### src/rtl/render_queue.sv
// Command FIFO and sequencer feeding the graphics engine: queues tile draw
// commands, issues one render pulse per command, and waits for the engine's busy handshake.
module render_queue #(
  parameter int DEPTH         = 16,
  parameter int RENDER_LEN    = 2,
  parameter int START_TIMEOUT = 64
) (
  input  logic                     reset,
  input  logic                     nclk_100M,
  input  logic                     cmd_valid,
  output logic                     cmd_ready,
  input  logic [5:0]               cmd_x,
  input  logic [4:0]               cmd_y,
  input  logic [2:0]               cmd_id,
  input  logic                     flush,
  input  logic                     busy,
  output logic [5:0]               blk_x,
  output logic [4:0]               blk_y,
  output logic [2:0]               sprite_id,
  output logic                     render,
  output logic [$clog2(DEPTH):0]   q_count,
  output logic                     idle,
  output logic                     bad_cmd,
  output logic                     timeout_err
);

  localparam int AW = $clog2(DEPTH);
  localparam int CW = AW + 1;
  localparam int PW = $clog2(RENDER_LEN + 1);
  localparam int TW = $clog2(START_TIMEOUT + 1);

  typedef enum logic [1:0] {
    S_IDLE       = 2'd0,
    S_ISSUE      = 2'd1,
    S_WAIT_START = 2'd2,
    S_WAIT_DONE  = 2'd3
  } state_t;

  state_t          state_q, state_d;
  logic [13:0]     mem_q [DEPTH];
  logic [AW-1:0]   head_q, head_d, tail_q, tail_d;
  logic [CW-1:0]   count_q, count_d;
  logic [PW-1:0]   pcnt_q, pcnt_d;
  logic [TW-1:0]   tcnt_q, tcnt_d;
  logic [5:0]      blk_x_q, blk_x_d;
  logic [4:0]      blk_y_q, blk_y_d;
  logic [2:0]      sprite_id_q, sprite_id_d;
  logic            render_q, render_d;
  logic            ready_q, ready_d;
  logic            idle_q, idle_d;
  logic            bad_q, bad_d;
  logic            tmo_q, tmo_d;
  logic            push_fire_s, legal_s, wr_en_s, pop_s;
  logic [13:0]     head_entry_s;

  assign head_entry_s = mem_q[head_q];

  // Next-state logic for queue bookkeeping, sequencer and sticky flags.
  always_comb begin
    state_d     = state_q;
    head_d      = head_q;
    tail_d      = tail_q;
    count_d     = count_q;
    pcnt_d      = pcnt_q;
    tcnt_d      = tcnt_q;
    blk_x_d     = blk_x_q;
    blk_y_d     = blk_y_q;
    sprite_id_d = sprite_id_q;
    render_d    = render_q;
    bad_d       = bad_q;
    tmo_d       = tmo_q;
    pop_s       = 1'b0;

    push_fire_s = cmd_valid && ready_q;
    legal_s     = (cmd_x <= 6'd39) && (cmd_y <= 5'd29) && (cmd_id <= 3'd4);
    wr_en_s     = push_fire_s && legal_s && !flush;

    if (push_fire_s && !legal_s) begin
      bad_d = 1'b1;
    end else begin
      bad_d = bad_q;
    end

    case (state_q)
      S_IDLE: begin
        if (!flush && (count_q != {CW{1'b0}})) begin
          blk_x_d     = head_entry_s[13:8];
          blk_y_d     = head_entry_s[7:3];
          sprite_id_d = head_entry_s[2:0];
          render_d    = 1'b1;
          pcnt_d      = PW'(RENDER_LEN - 1);
          state_d     = S_ISSUE;
        end else begin
          state_d = S_IDLE;
        end
      end
      // The IDLE edge already counts as the first render cycle.
      S_ISSUE: begin
        if (pcnt_q == {PW{1'b0}}) begin
          render_d = 1'b0;
          tcnt_d   = {TW{1'b0}};
          state_d  = S_WAIT_START;
        end else begin
          pcnt_d = pcnt_q - PW'(1);
        end
      end
      S_WAIT_START: begin
        if (busy) begin
          state_d = S_WAIT_DONE;
        end else if (tcnt_q == TW'(START_TIMEOUT - 1)) begin
          tmo_d   = 1'b1;
          pop_s   = 1'b1;
          state_d = S_IDLE;
        end else begin
          tcnt_d = tcnt_q + TW'(1);
        end
      end
      S_WAIT_DONE: begin
        if (!busy) begin
          pop_s   = 1'b1;
          state_d = S_IDLE;
        end else begin
          state_d = S_WAIT_DONE;
        end
      end
      default: begin
        render_d = 1'b0;
        state_d  = S_IDLE;
      end
    endcase

    // Flush keeps only the in-flight head; in IDLE nothing is in flight.
    if (flush) begin
      if (state_q == S_IDLE) begin
        tail_d  = head_q;
        count_d = {CW{1'b0}};
      end else if (pop_s) begin
        head_d  = head_q + AW'(1);
        tail_d  = head_q + AW'(1);
        count_d = {CW{1'b0}};
      end else begin
        tail_d  = head_q + AW'(1);
        count_d = CW'(1);
      end
    end else begin
      tail_d  = wr_en_s ? tail_q + AW'(1) : tail_q;
      head_d  = pop_s ? head_q + AW'(1) : head_q;
      count_d = count_q + CW'(wr_en_s) - CW'(pop_s);
    end

    ready_d = (count_d != CW'(DEPTH));
    idle_d  = (count_d == {CW{1'b0}}) && (state_d == S_IDLE);
  end

  // Control and output registers.
  always_ff @(posedge nclk_100M or posedge reset) begin
    if (reset) begin
      state_q     <= S_IDLE;
      head_q      <= {AW{1'b0}};
      tail_q      <= {AW{1'b0}};
      count_q     <= {CW{1'b0}};
      pcnt_q      <= {PW{1'b0}};
      tcnt_q      <= {TW{1'b0}};
      blk_x_q     <= 6'd0;
      blk_y_q     <= 5'd0;
      sprite_id_q <= 3'd0;
      render_q    <= 1'b0;
      ready_q     <= 1'b1;
      idle_q      <= 1'b1;
      bad_q       <= 1'b0;
      tmo_q       <= 1'b0;
    end else begin
      state_q     <= state_d;
      head_q      <= head_d;
      tail_q      <= tail_d;
      count_q     <= count_d;
      pcnt_q      <= pcnt_d;
      tcnt_q      <= tcnt_d;
      blk_x_q     <= blk_x_d;
      blk_y_q     <= blk_y_d;
      sprite_id_q <= sprite_id_d;
      render_q    <= render_d;
      ready_q     <= ready_d;
      idle_q      <= idle_d;
      bad_q       <= bad_d;
      tmo_q       <= tmo_d;
    end
  end

  // Command storage; pointers alone define validity, so no reset needed.
  always_ff @(posedge nclk_100M) begin
    if (wr_en_s) begin
      mem_q[tail_q] <= {cmd_x, cmd_y, cmd_id};
    end
  end

  assign cmd_ready   = ready_q;
  assign blk_x       = blk_x_q;
  assign blk_y       = blk_y_q;
  assign sprite_id   = sprite_id_q;
  assign render      = render_q;
  assign q_count     = count_q;
  assign idle        = idle_q;
  assign bad_cmd     = bad_q;
  assign timeout_err = tmo_q;

endmodule

### config.mk
export PLATFORM = sky130hd
export DESIGN_NAME = render_queue
export DESIGN_NICKNAME = d
export VERILOG_FILES = /design/src/rtl/render_queue.sv
export SDC_FILE = /design/constraint.sdc
export NUM_CORES = 1
export LEC_CHECK = 0
export CAP_MARGIN = 25
export CORE_ASPECT_RATIO = 1.75
export CORE_MARGIN = 2
export CORE_UTILIZATION = 55
export DETAILED_ROUTE_END_ITERATION = 12
export PLACE_DENSITY = 0.73
export SYNTH_ARGS = -nofsm -noshare
export SYNTH_HDL_FRONTEND = slang
export SYNTH_SLANG_ARGS = --single-unit
### constraint.sdc
create_clock -name nclk_100M -period 3.9 [get_ports nclk_100M]
set_input_delay 0.78 -clock nclk_100M [delete_from_list [all_inputs] [get_ports nclk_100M]]
set_output_delay 0.78 -clock nclk_100M [all_outputs]
set_load 0.02 [all_outputs]
Word level (Yosys, flattened, before mapping) --
Memory sizes are Yosys's and may differ from the RTL's. A register that Yosys moved wholly into a read port is not among the register bits. Cells that the tools add are included. Widths: inputs -> output; s select.
Word-level totals: register bits after elaboration 29, bits in latches 0, memory bits (writable) 224, bits in read-only memories 0, output and inout port bits 24, logic and storage cells 87, memories kept 1
Cells by class: add/sub/neg operators 6, multiply operators 0, divide/modulo/power cells 0, $lt $le $gt $ge 3, eq/ne operators 11, shifts and indexed selects 0, muxes and demuxes 31, bitwise operators 1, reduce and logical (&&, ||, !) cells 23
Memory list:
- mem_q | depth 16, width 14, rd ports 1, clocked after memory_dff 1, write ports 1, line 40 | logic [13:0] mem_q [DEPTH];
Operator list (count):
- $mux 4 | 6
- $mux 7 | 3
- $pmux 7 s2 | 1
- $mux 2 | 6
- $ne 2x2->1 const B | 6
- $mux 1 | 10
- $reduce_and 3->1 | 3
- $add 4x1->4 const B | 2
- $logic_and 1x1->1 | 8
- $pmux 2 s4 | 1
- $add 7x1->7 const B | 1
- $eq 7x6->1 const B | 1
- $le 6x6->1 const B | 1
- $logic_not 2->1 | 3
- $reduce_bool 2->1 | 3
- $add 5x1->5 | 1
- $le 5x5->1 const B | 1
- $logic_not 5->1 | 1
- $mux 5 | 1
- $ne 5x5->1 const B | 1
- $reduce_bool 5->1 | 1
- $sub 5x1->5 | 1
- $eq 2x2->1 const B | 2
- $pmux 1 s2 | 2
- other kinds (8) | 9

Depth between registers and ports, before layout --
Gate-level depths: netlist (run 1).
depth after elaboration 10, mapped depth 15

Least setup slack after synthesis (run 1) --
No wires, ideal clock.
path kind input-to-reg, from input port cmd_x[3], to memory mem_q[3][0], enable pin, data arrival time 2.897 ns, required time 3.479 ns, setup slack 0.582 ns, cell stages on the path 5, cells stage by stage o21ai_0 nand4_1 nor2_1 inv_2 nor4_1
On the way: cells in the longest elaborated chain, start to end 7
Ends and longest elaborated chain:
- start, declared | line 12 | input logic [5:0] cmd_x,
- $le 6x6->1 | line 75 | legal_s = (cmd_x <= 6'd39) && (cmd_y <= 5'd29) && (cmd_id <= 3'd4);
- $logic_and 1x1->1 (2 in a row) | line 75
- $logic_and 1x1->1 (2 in a row) | line 76 | wr_en_s = push_fire_s && legal_s && !flush;
- $mux 1 | line 192 | if (wr_en_s) begin
- $mux 1 (not written as such) | line 193 | mem_q[tail_q] <= {cmd_x, cmd_y, cmd_id};
- end, declared | line 40
No other way between the ends.

Worst setup path after layout (run 1) --
from input port cmd_x[3], to register idle_q (netlist: idle)
On the way: cells in the longest elaborated chain, start to end 10
Ends and longest elaborated chain:
- $le 6x6->1 | line 75
- $logic_and 1x1->1 (2 in a row) | line 75
- $logic_and 1x1->1 (2 in a row) | line 76
- $add 5x1->5 | line 148 | count_d = count_q + CW'(wr_en_s) - CW'(pop_s);
- $sub 5x1->5 | line 148
- $mux 5 | line 133 | if (flush) begin
- net count_d[4] | line 42 | logic [CW-1:0] count_q, count_d;
- $logic_not 5->1 | line 152 | idle_d = (count_d == {CW{1'b0}}) && (state_d == S_IDLE);
- $logic_and 1x1->1 | line 152
- net idle_d | line 50 | logic idle_q, idle_d;
- end signal, assigned | line 184 | idle_q <= idle_d;
- end, declared | line 50
The timed path passes the listed nets, and every way through them passes these cells. A chain may end at the register's enable or synchronous reset.

==> results by group, run 1 <==
Logic synthesis
  – Syn Nets: 648
  – Mapped Area: 11000 um^2
  – Cell count after synthesis: 615
  – Post-synthesis sequential area ratio: 71.1%
  – Synthesized flop and latch total: 267
  – Ys flop type: edfxtp_1
  – Share of flip-flops with an asynchronous set or reset: 16.1%
  – Synthesized area per cell: 17.8 um^2
  – Synth cell types: 49
  – Yosys Warn Count: 0
  – Post-synth EDFFs: 224

Clock network
  – Num CTS Buffers: 23
  – Clock sink total: 267
  – Worst-path clk slew: 0.07 ns
  – Clk buf depth: 3
  – Insertion delay of the later-clocked pin in the worst-skew pair: 0.50 ns
  – Hold buffers post-CTS: 0
  – TritonCTS clock tree: done
  – Total setup buffers inserted after CTS: 0
  – CTS root buf: clkbuf_16
  – H-tree depth: 1
  – CTS resizes: 0

Timing
  – # setup viols final: 0
  – Slew @ Worst Pin: 0.744 ns
  – Final Hold Viols: 0
  – Slew HR: 50.4%
  – Minimum clock period: 3.46 ns
  – Slew Viols, Final: 0
  – Final worst-path cycle share: 88.6%
  – RSZ-0062 raised after global routing: false
  – Setup TNS: 0 ns
  – Peak Freq: 289 MHz
  – Worst clock skew: 0.00473 ns

Die
  – Die Y: 191 um
  – IO Pins: 43
  – Die width: 111 um
  – Die Footprint: 21100 um^2
  – Initial core utilization: 55.8%
  – Rows: 68
  – Core Area: 19700 um^2

Status
  – Status: complete, no violations

Critical path
  – Req. time, crit path: 4.30 ns
  – Worst path cell trace: clkdlybuf4s50_1 > o21ai_0 > buf_4 > nand4_1 > nor2_1 > inv_2 > ha_1 > inv_1 > ha_1 > inv_1 > fa_1 > nor2b_1 > o21bai_1 > a21oi_1 > nor3b_1 > nor4b_1
  – Max incr delay on CP: 0.42 ns
  – Critical-path top delay cell: clkdlybuf4s50_1
  – Kind of critical path: input pin to register
  – Startpoint Class: input pin
  – CP Capture Type: register
  – CP Max Fanout: 3
  – Crit path arrival time: 3.86 ns

Hold path
  – Worst Hold Class: input pin to async pin

Placement
  – Gpl congestion: 0.841
  – Count of buffers from port buffering: 42
  – Post-DP Area: 12000 um^2
  – DP HPWL: 14800 um

Layout
  – Final nets: 740
  – Most frequent cells in the layout: edfxtp_1, buf_4, nand2_1
  – Most common cell after layout, fill and taps aside: edfxtp_1
  – Filler instances: 1329
  – # diodes: 0
  – Synthesis-to-layout area growth: 15.9%
  – Fin area: 12700 um^2
  – Layout cells sized above 1: 19.9%

Power and ir drop
  – Maximum VDD drop: 472 uV
  – Pwr per Cell Area: 658 nW/um^2
  – Total power: 0.00837 W
  – Leakage: 4.47 nW

Detailed routing
  – Vias post-DR: 5884
  – Total routed wirelength: 23200 um
  – Antenna-violating nets left: 0
  – First drt pass iteration count: 4
  – M1 WL: 8590 um
  – DRC: 0
  – Top Metal Used: met4
  – Vias per inst: 6.08
  – Wire length on met3: 1190 um
  – Routed length on met2: 12400 um
  – DR WL/cell: 23.9 um
  – Initial drt markers: 458

Global routing
  – Largest net degree at the start of global routing: 44
  – First-pass GRT wire length: 35700 um
  – Remaining Overflow, GRT: 0
  – Tot GR Track Use: 22.5%
  – Initial antenna violation count: 0
  – Number of global-route vias before repair: 6180

Flow run
  – Max_cap viols: 0
-- through the flow --
step	cells	utilization (%)	hold slack (ns)	setup slack, ns
finish	968	64.8	0.461	0.443
global route	968	64.8	0.454	0.320
CTS	967	64.6	0.466	0.508
detailed placement	926	60.8	0.446	0.0168
global placement	926	60.8	0.440	0.117
floorplan	615	-	0.455	0.582
-- cell usage after synthesis, types with 3 or more instances --
library cell | count | share of area (%)
a21oi_1 | 8 | 0.36
edfxtp_1 | 224 | 61
nor2_1 | 22 | 0.75
nand4_1 | 4 | 0.23
mux2_2 | 16 | 1.6
xnor2_1 | 9 | 0.72
a21o_1 | 3 | 0.21
xor2_1 | 5 | 0.40
nor3_1 | 8 | 0.36
nor2b_1 | 3 | 0.17
inv_1 | 15 | 0.51
and2_1 | 9 | 0.51
buf_4 | 4 | 0.27
clkbuf_1 | 10 | 0.34
nand2b_1 | 16 | 0.91
nor3b_1 | 3 | 0.21
mux4_2 | 25 | 5.1
buf_2 | 7 | 0.32
mux2i_1 | 3 | 0.27
o21ai_1 | 28 | 1.3
dfrtp_1 | 41 | 9.3
buf_6 | 5 | 0.51
ha_1 | 13 | 1.5
o21ai_0 | 9 | 0.41
nand3_1 | 22 | 1.0
mux4_1 | 31 | 7.4
nand2_1 | 47 | 1.6
-- sequential cells by signal, indices dropped and copies added (netlist names) --
name,flops
mem_q,224
tcnt_q,7
blk_x,6
blk_y,5
q_count,5
head_q,4
tail_q,4
sprite_id,3
pcnt_q,2
state_q,2
bad_cmd,1
cmd_ready,1
idle,1
render,1
timeout_err,1
-- report_power, final --
group	leakage, nW	switching, W	internal [W]	total [W]
combinational	1.57	0.00115	0.00123	0.00239
sequential	2.54	0.000406	0.00332	0.00372
clock	0.351	0.000969	0.00130	0.00226
total	4.47	0.00253	0.00584	0.00837
-- cells by family (layout without fill, tap and decap cells) --
kind of cell / after synthesis / in the layout / share of synthesized area (%)
flip-flops: 267 / 267 / 71.1
AND/OR/NAND/NOR: 142 / 142 / 6.28
multiplexers: 75 / 75 / 14.5
AO/OA/AOI/OAI: 58 / 58 / 3.06
buffers and inverters: 45 / 153 / 2.30
adder cells (fa/ha/maj): 14 / 14 / 1.66
XOR/XNOR: 14 / 14 / 1.12
-- layer usage --
| layer | up-vias | track usage [%] |
|---|---|---|
| met5 | - | 0 |
| met4 | 0 | 10.2 |
| met3 | 55 | 2.48 |
| met2 | 207 | 41.0 |
| met1 | 3031 | 27.0 |
| li1 | 2591 | - |
-- path summary, 6_finish.rpt --
check | end | slack, ns | depth (start not counted) | start
worst max-delay path | idle$_DFF_PP1_ | 0.44 | 16 | cmd_x[3]
worst min-delay path | tcnt_q[2]$_DFFE_PP0P_ | 0.46 | 2 | reset
worst max register to register | idle$_DFF_PP1_ | 0.66 | 14 | tcnt_q[1]$_DFFE_PP0P_
worst min register to register | bad_cmd$_DFFE_PP0P_ | 0.46 | 1 | bad_cmd$_DFFE_PP0P_
max in group asynchronous | cmd_ready$_DFF_PP1_ | 2.95 | 3 | reset
min in group nclk_100M | bad_cmd$_DFFE_PP0P_ | 0.46 | 1 | bad_cmd$_DFFE_PP0P_
-- critical path, delay by kind of cell --
kind	cells	cell delay, ns
AOI/OAI and AO/OA	3	0.55
adders and majority gates	3	0.82
buffers and inverters	5	0.77
and+or+nand+nor	5	0.94
-- area by class of cell --
type,instances,area [um^2],area share [%]
well taps,245,307,2.41
multi-input cells,303,2940,23.1
flip-flops and latches,267,7810,61.4
clock buffers,28,594,4.67
repair buffers,96,851,6.69
inverters,16,60.1,0.472
clock inverters,13,159,1.25
Power figures use the tool's default switching activity.
==> run 2, diff against run 1 <==
Settings changed: CORE_ASPECT_RATIO 1.75 to not set, CTS_CLUSTER_SIZE set to 20, PLACE_DENSITY 0.73 to not set, PLACE_DENSITY_LB_ADDON set to 0.12.
==> results by group, run 2 (synthesis gave the netlist of run 1 again) <==
Status
  – Status: complete, no violations

Die
  – Core Area: 19500 um^2 (-0.65%)
  – Initial core utilization: 56.2% (+0.36 points)
  – Rows: 51 (-25%)
  – Die width: 145 um (+31%)
  – IO Pins: 43 (unchanged)
  – Die Footprint: 21100 um^2 (-0.21%)
  – Die Y: 145 um (-24%)

Power and ir drop
  – Cell-internal power: 0.00601 W (+2.8%)
  – Clk pwr share: 29.0% (+2.0 points)
  – Total power: 0.00860 W (+2.7%)
  – Leakage: 4.52 nW (+1.2%)
  – Share of total power in combinational logic: 27.4% (-1.1 points)
  – Sw Share: 30.1% (-0.11 points)
  – Maximum VDD drop: 358 uV (-24%)
  – Switch Pwr: 0.00259 W (+2.3%)
  – Sequential Power Share: 43.6% (-0.9 points)
  – Pwr per Cell Area: 669 nW/um^2 (+1.7%)

Critical path
  – Delay-heaviest family, CP: simple AND/OR/NAND/NOR gates
  – Req. time, crit path: 4.32 ns (+0.02 ns)
  – Max incr delay on CP: 0.43 ns (about the same)
  – Reg-to-reg endpoint: idle$_DFF_PP1_
  – CP Max Fanout: 3 (unchanged)
  – Critical path launch point: cmd_id[1]
  – Number of buffers and inverters on the critical path: 5 (unchanged)
  – Startpoint Class: input pin
  – Critical-path top delay cell: clkdlybuf4s50_1
  – R2r worst-path depth: 14 (unchanged)
  – Crit path arrival time: 3.82 ns (-0.04 ns)
  – Kind of critical path: input pin to register
  – Crit path depth: 16 (unchanged)
  – R2r setup slk: 0.76 ns (+0.10 ns)
  – CP Capture Type: register
  – Worst path cell trace: clkdlybuf4s50_1 > o21ai_0 > buf_4 > nand4_1 > nor2_1 > inv_2 > ha_1 > inv_1 > ha_1 > inv_1 > fa_1 > nor2b_1 > o21bai_1 > a21oi_1 > nor3b_1 > nor4b_1
  – RR Startpoint: tcnt_q[1]$_DFFE_PP0P_

Global routing
  – First-pass GRT wire length: 35600 um (-0.16%)
  – Number of global-route vias before repair: 5969 (-3.4%)
  – Remaining Overflow, GRT: 0 (unchanged)
  – Initial antenna violation count: 1 (+1)
  – Largest net degree at the start of global routing: 44 (unchanged)
  – Tot GR Track Use: 22.5% (about the same)

Detailed routing
  – Vias per inst: 5.90 (-2.9%)
  – DR WL/cell: 23.8 um (-0.68%)
  – Wire length on met3: 1390 um (+16%)
  – DRC: 0 (unchanged)
  – First drt pass iteration count: 5 (+1)
  – Top Metal Used: met5
  – Total routed wirelength: 23600 um (+1.8%)
  – Routed length on met2: 11600 um (-6.6%)
  – Initial drt markers: 469 (+2.4%)
  – M1 WL: 10100 um (+18%)
  – Vias post-DR: 5857 (-0.46%)
  – Antenna-violating nets left: 0 (unchanged)

Timing
  – Worst clock skew: 0.00892 ns (+0.00419 ns)
  – Slew HR: 40.5% (-9.9 points)
  – Setup TNS: 0 ns (unchanged)
  – Slew Viols, Final: 0 (unchanged)
  – Slew @ Worst Pin: 0.892 ns (+0.148 ns)
  – Minimum clock period: 3.40 ns (-0.0599 ns)
  – Worst hold slack: 0.463 ns (+0.00196 ns)
  – Final Hold Viols: 0 (unchanged)
  – # setup viols final: 0 (unchanged)
  – Worst Slack Setup Final: 0.503 ns (+0.0599 ns)
  – RSZ-0062 raised after global routing: false
  – Peak Freq: 294 MHz (+1.8%)
  – Final worst-path cycle share: 87.1% (-1.5 points)

Clock network
  – CTS resizes: 0 (unchanged)
  – CTS root buf: clkbuf_16
  – TritonCTS clock tree: done
  – Hold buffers post-CTS: 0 (unchanged)
  – Clock sink total: 267 (unchanged)
  – Clk buf depth: 3 (unchanged)
  – Insertion delay of the later-clocked pin in the worst-skew pair: 0.52 ns (+0.02 ns)
  – Total setup buffers inserted after CTS: 0 (unchanged)
  – Worst-path clk slew: 0.06 ns (about the same)
  – Num CTS Buffers: 27 (+17%)
  – H-tree depth: 1 (unchanged)

Hold path
  – Hold path cells: 1
  – Worst Hold Class: register to register
  – HP Start: timeout_err$_DFFE_PP0P_
  – Hold endpoint: timeout_err$_DFFE_PP0P_

Placement
  – Gpl congestion: 0.814 (-3.2%)
  – DP HPWL: 14800 um (about the same)
  – Count of buffers from port buffering: 42 (unchanged)
  – Dpl ws: 0.00694 ns (-0.00983 ns)

Layout
  – Synthesis-to-layout area growth: 17.1%
  – Largest register by flop count: mem_q
  – Final nets: 740 (unchanged)
  – Layout cells sized above 1: 20.1% (+0.17 points)
  – Max FFs per register: 224 (unchanged)
  – # diodes: 0 (unchanged)
  – Most frequent cells in the layout: edfxtp_1, nand2_1, buf_4
  – Most common cell after layout, fill and taps aside: edfxtp_1

Flow run
  – Max_cap viols: 0 (unchanged)
## run 2: cell types whose count changed in the layout (fill, tap and decap cells not counted)
cell and change:
clkbuf_1 -1, buf_12 +2, buf_4 -6, clkinv_2 +5
bufinv_16 -1, clkinvlp_4 -4, clkbuf_16 +4, inv_6 -1
clkinv_1 +3, clkbuf_8 +3
## run 2: per-layer routing
layer / track usage (%) / vias up
li1: - / 2602
met5: 0 / -
met4: 5.74 / 2
met1: 32.1 / 3042
met3: 3.05 / 43
met2: 37.4 / 168
## run 2: power groups by stage
stage,Clock [W],Sequential [W],Combinational (W)
final,0.00249,0.00375,0.00235
after global routing,0.00264,0.00380,0.00255
after CTS,0.00252,0.00376,0.00238
after detailed placement,0,0.00381,0.00236
after global placement,0,0.00380,0.00230
after floorplan,0,0.00361,0.00181
## run 2: worst max-delay path by stage
stage,slack (ns),to
2_1_floorplan,0.58,mem_q[3][0]$_DFFE_PP_
3_3_place_gp,0.09,idle$_DFF_PP1_
3_5_place_dp,0.007,idle$_DFF_PP1_
4_1_cts,0.54,idle$_DFF_PP1_
5_1_grt,0.26,idle$_DFF_PP1_
6_report,0.50,idle$_DFF_PP1_
## run 2: final cells by class
| type | count | area, um^2 |
|---|---|---|
| timing repair buffer | 92 | 846 |
| clock buffer | 34 | 732 |
| multi-input combinational | 303 | 2940 |
| inverter | 16 | 60.1 |
| sequential | 267 | 7810 |
| fill | 1383 | 6680 |
| tap | 265 | 332 |
| clock inverter | 15 | 126 |
## run 2: through the flow
stage	area, um^2	utilization (%)	instances
after floorplan	11000	-	615
after global placement	12000	61.3	942
after detailed placement	12000	61.3	942
after CTS	12800	65.7	991
after global routing	12900	65.8	992
final	12900	65.8	992
## run 2: worst register-to-register path: stages (launching register included)
cell,delay [ns]
dfrtp_1,0.41
ha_1,0.20
nand2b_1,0.07
or2_0,0.33
a21boi_2,0.34
ha_1,0.29
inv_1,0.06
ha_1,0.15
inv_1,0.05
fa_1,0.39
nor2b_1,0.12
o21bai_1,0.08
a21oi_1,0.16
nor3b_1,0.09
nor4b_1,0.27
==> run 3, diff against run 2 <==
Settings changed: TNS_END_PERCENT set to 100.
Clock period 3.9 ns to 4.2 ns, I/O delays scaled along.
==> results by group, run 3 (synthesis gave the netlist of run 1 again) <==
Layout
  – Max FFs per register: 224 (unchanged)
  – Largest register by flop count: mem_q
  – Layout Cells excl Fill: 984 (-0.81%)
  – Most frequent cells in the layout: edfxtp_1, nand2_1, clkdlybuf4s50_1
  – Synthesis-to-layout area growth: 18.0%
  – # diodes: 0 (unchanged)
  – Final nets: 732 (-1.1%)
  – Most common cell after layout, fill and taps aside: edfxtp_1
  – Layout cells sized above 1: 19.3% (-0.75 points)

Critical path
  – CP Capture Type: register
  – Crit path depth: 16 (unchanged)
  – RR Startpoint: tcnt_q[0]$_DFFE_PP0P_
  – Kind of critical path: input pin to register
  – Worst path cell trace: clkdlybuf4s50_1 > o21ai_0 > buf_4 > nand4_1 > nor2_1 > inv_2 > ha_1 > inv_1 > ha_1 > inv_1 > fa_1 > nor2b_1 > o21bai_1 > a21oi_1 > nor3b_1 > nor4b_1
  – Delay-heaviest family, CP: simple AND/OR/NAND/NOR gates
  – R2r worst-path depth: 14 (unchanged)
  – Number of buffers and inverters on the critical path: 5 (unchanged)
  – Max incr delay on CP: 0.41 ns (-0.02 ns)
  – Startpoint Class: input pin
  – Crit path to: idle$_DFF_PP1_
  – Critical-path top delay cell: clkdlybuf4s50_1
  – R2r setup slk: 1.01 ns (+0.25 ns)
  – Req. time, crit path: 4.62 ns (+0.30 ns)
  – Crit path arrival time: 3.88 ns (+0.06 ns)
  – CP Max Fanout: 3 (unchanged)
  – Critical path launch point: cmd_id[0]
  – Reg-to-reg endpoint: idle$_DFF_PP1_

Clock network
  – CTS root buf: clkbuf_16
  – Num CTS Buffers: 27 (unchanged)
  – H-tree depth: 1 (unchanged)
  – Total setup buffers inserted after CTS: 0 (unchanged)
  – Clk buf depth: 3 (unchanged)
  – Hold buffers post-CTS: 0 (unchanged)
  – CTS resizes: 0 (unchanged)
  – TritonCTS clock tree: done
  – Insertion delay of the later-clocked pin in the worst-skew pair: 0.52 ns (about the same)
  – Worst-path clk slew: 0.06 ns (about the same)
  – Clock sink total: 267 (unchanged)

Die
  – Core Area: 19500 um^2 (unchanged)
  – IO Pins: 43 (unchanged)
  – Initial core utilization: 56.2% (unchanged)
  – Die Footprint: 21100 um^2 (unchanged)
  – Die Y: 145 um (unchanged)
  – Rows: 51 (unchanged)
  – Die width: 145 um (unchanged)

Detailed routing
  – Vias post-DR: 5829 (-0.48%)
  – Antenna-violating nets left: 0 (unchanged)
  – Vias per inst: 5.92 (+0.33%)
  – DR WL/cell: 23.8 um (about the same)
  – DRC: 0 (unchanged)
  – Total routed wirelength: 23400 um (-0.84%)
  – Initial drt markers: 417 (-11%)
  – First drt pass iteration count: 5 (unchanged)

Global routing
  – Number of global-route vias before repair: 6021 (+0.87%)
  – Initial antenna violation count: 1 (unchanged)
  – Remaining Overflow, GRT: 0 (unchanged)
  – Largest net degree at the start of global routing: 44 (unchanged)
  – First-pass GRT wire length: 35700 um (+0.29%)
  – Tot GR Track Use: 22.7% (+0.23 points)

Timing
  – Setup TNS: 0 ns (unchanged)
  – Peak Freq: 289 MHz
  – Final worst-path cycle share: 82.4%
  – # setup viols final: 0 (unchanged)
  – Slew @ Worst Pin: 0.862 ns (-0.0301 ns)
  – Slew Viols, Final: 0 (unchanged)
  – Worst clock skew: 0.0116 ns (+0.00268 ns)
  – Slew HR: 42.5% (+2.0 points)
  – Final Hold Viols: 0 (unchanged)
  – Minimum clock period: 3.46 ns
  – RSZ-0062 raised after global routing: false
  – Worst Slack Setup Final: 0.737 ns (+0.235 ns)

Placement
  – Placed Cells: 934 (-0.85%)
  – Dpl ws: 0.266 ns (+0.259 ns)
  – Count of buffers from port buffering: 42 (unchanged)
  – Gpl congestion: 0.803 (-1.4%)
  – DP HPWL: 14100 um (-5.0%)

Power and ir drop
  – Switch Pwr: 0.00238 W (-8.0%)
  – Sw Share: 29.0% (-1.1 points)
  – Maximum VDD drop: 432 uV (+21%)
  – Share of total power in combinational logic: 26.0% (-1.4 points)
  – Clk pwr share: 31.7% (+2.7 points)
  – Cell-internal power: 0.00584 W (-2.8%)
  – Leakage: 4.54 nW (+0.40%)
  – Sequential Power Share: 42.3% (-1.3 points)
  – Pwr per Cell Area: 635 nW/um^2 (-5.1%)

Flow run
  – Max_cap viols: 0 (unchanged)

Hold path
  – HP Start: timeout_err$_DFFE_PP0P_
  – Worst Hold Class: register to register

Status
  – Status: complete, no violations
## run 3: changes by cell type in the layout (fill, tap and decap cells not counted), moves of 2 or more
cell,delta
buf_4,-11
clkbuf_1,-2
buf_12,+3
clkinv_2,-3
bufinv_16,+5
## run 3: worst register-to-register path: stages, from the launching register on
cell      delay (ns)
dfrtp_1         0.41
ha_1            0.20
nand2b_1        0.08
or2_0           0.33
a21boi_2        0.34
ha_1            0.29
inv_1           0.06
ha_1            0.16
inv_1           0.06
fa_1            0.40
nor2b_1         0.14
o21bai_1        0.10
a21oi_1         0.18
nor3b_1         0.10
nor4b_1         0.26
## run 3: layout make-up
| type | count | area (um^2) |
|---|---|---|
| well taps | 265 | 332 |
| fillers | 1330 | 6580 |
| clock buffers | 31 | 711 |
| clock inverters | 18 | 265 |
| inverters | 16 | 60.1 |
| multi-input cells | 303 | 2940 |
| flip-flops and latches | 267 | 7810 |
| repair buffers | 84 | 823 |
## run 3: how the worst min path moves through the flow
| stage | slack, ns | endpoint | cells after the start |
|---|---|---|---|
| 3_5_place_dp | 0.45 | timeout_err$_DFFE_PP0P_ | 1 |
| 4_1_cts | 0.46 | timeout_err$_DFFE_PP0P_ | 1 |
| 3_3_place_gp | 0.44 | timeout_err$_DFFE_PP0P_ | 1 |
| 2_1_floorplan | 0.45 | tcnt_q[5]$_DFFE_PP0P_ | 1 |
| 5_1_grt | 0.48 | timeout_err$_DFFE_PP0P_ | 1 |
| 6_report | 0.46 | timeout_err$_DFFE_PP0P_ | 1 |
## run 3: metrics by stage
stage | util (%) | total power (W) | hold slack (ns) | instance area (um^2)
6_report | 66.3 | 0.00822 | 0.456 | 12900
3_5_place_dp | 61.2 | 0.00568 | 0.450 | 12000
3_3_place_gp | 61.2 | 0.00562 | 0.441 | 12000
5_1_grt | 66.3 | 0.00863 | 0.477 | 12900
4_1_cts | 66.2 | 0.00829 | 0.462 | 12900
2_1_floorplan | - | 0.00504 | 0.455 | 11000
## run 3: power by group through the flow
stage / sequential (W) / combinational, W / clock (W)
2_1_floorplan: 0.00335 / 0.00168 / 0
3_3_place_gp: 0.00353 / 0.00209 / 0
3_5_place_dp: 0.00354 / 0.00214 / 0
4_1_cts: 0.00349 / 0.00216 / 0.00265
5_1_grt: 0.00353 / 0.00233 / 0.00276
6_report: 0.00348 / 0.00213 / 0.00261
## run 3: per-layer routing
metal / wire [um] / part of all wire (%) / track usage, % / vias to the layer above
li1: - / - / - / 2586
met1: 9970 / 43 / 32.3 / 3029
met2: 11800 / 50 / 38.1 / 189
met3: 1350 / 5.8 / 3.65 / 23
met4: 284 / 1.2 / 4.56 / 2
met5: 13 / 0.056 / 0 / -
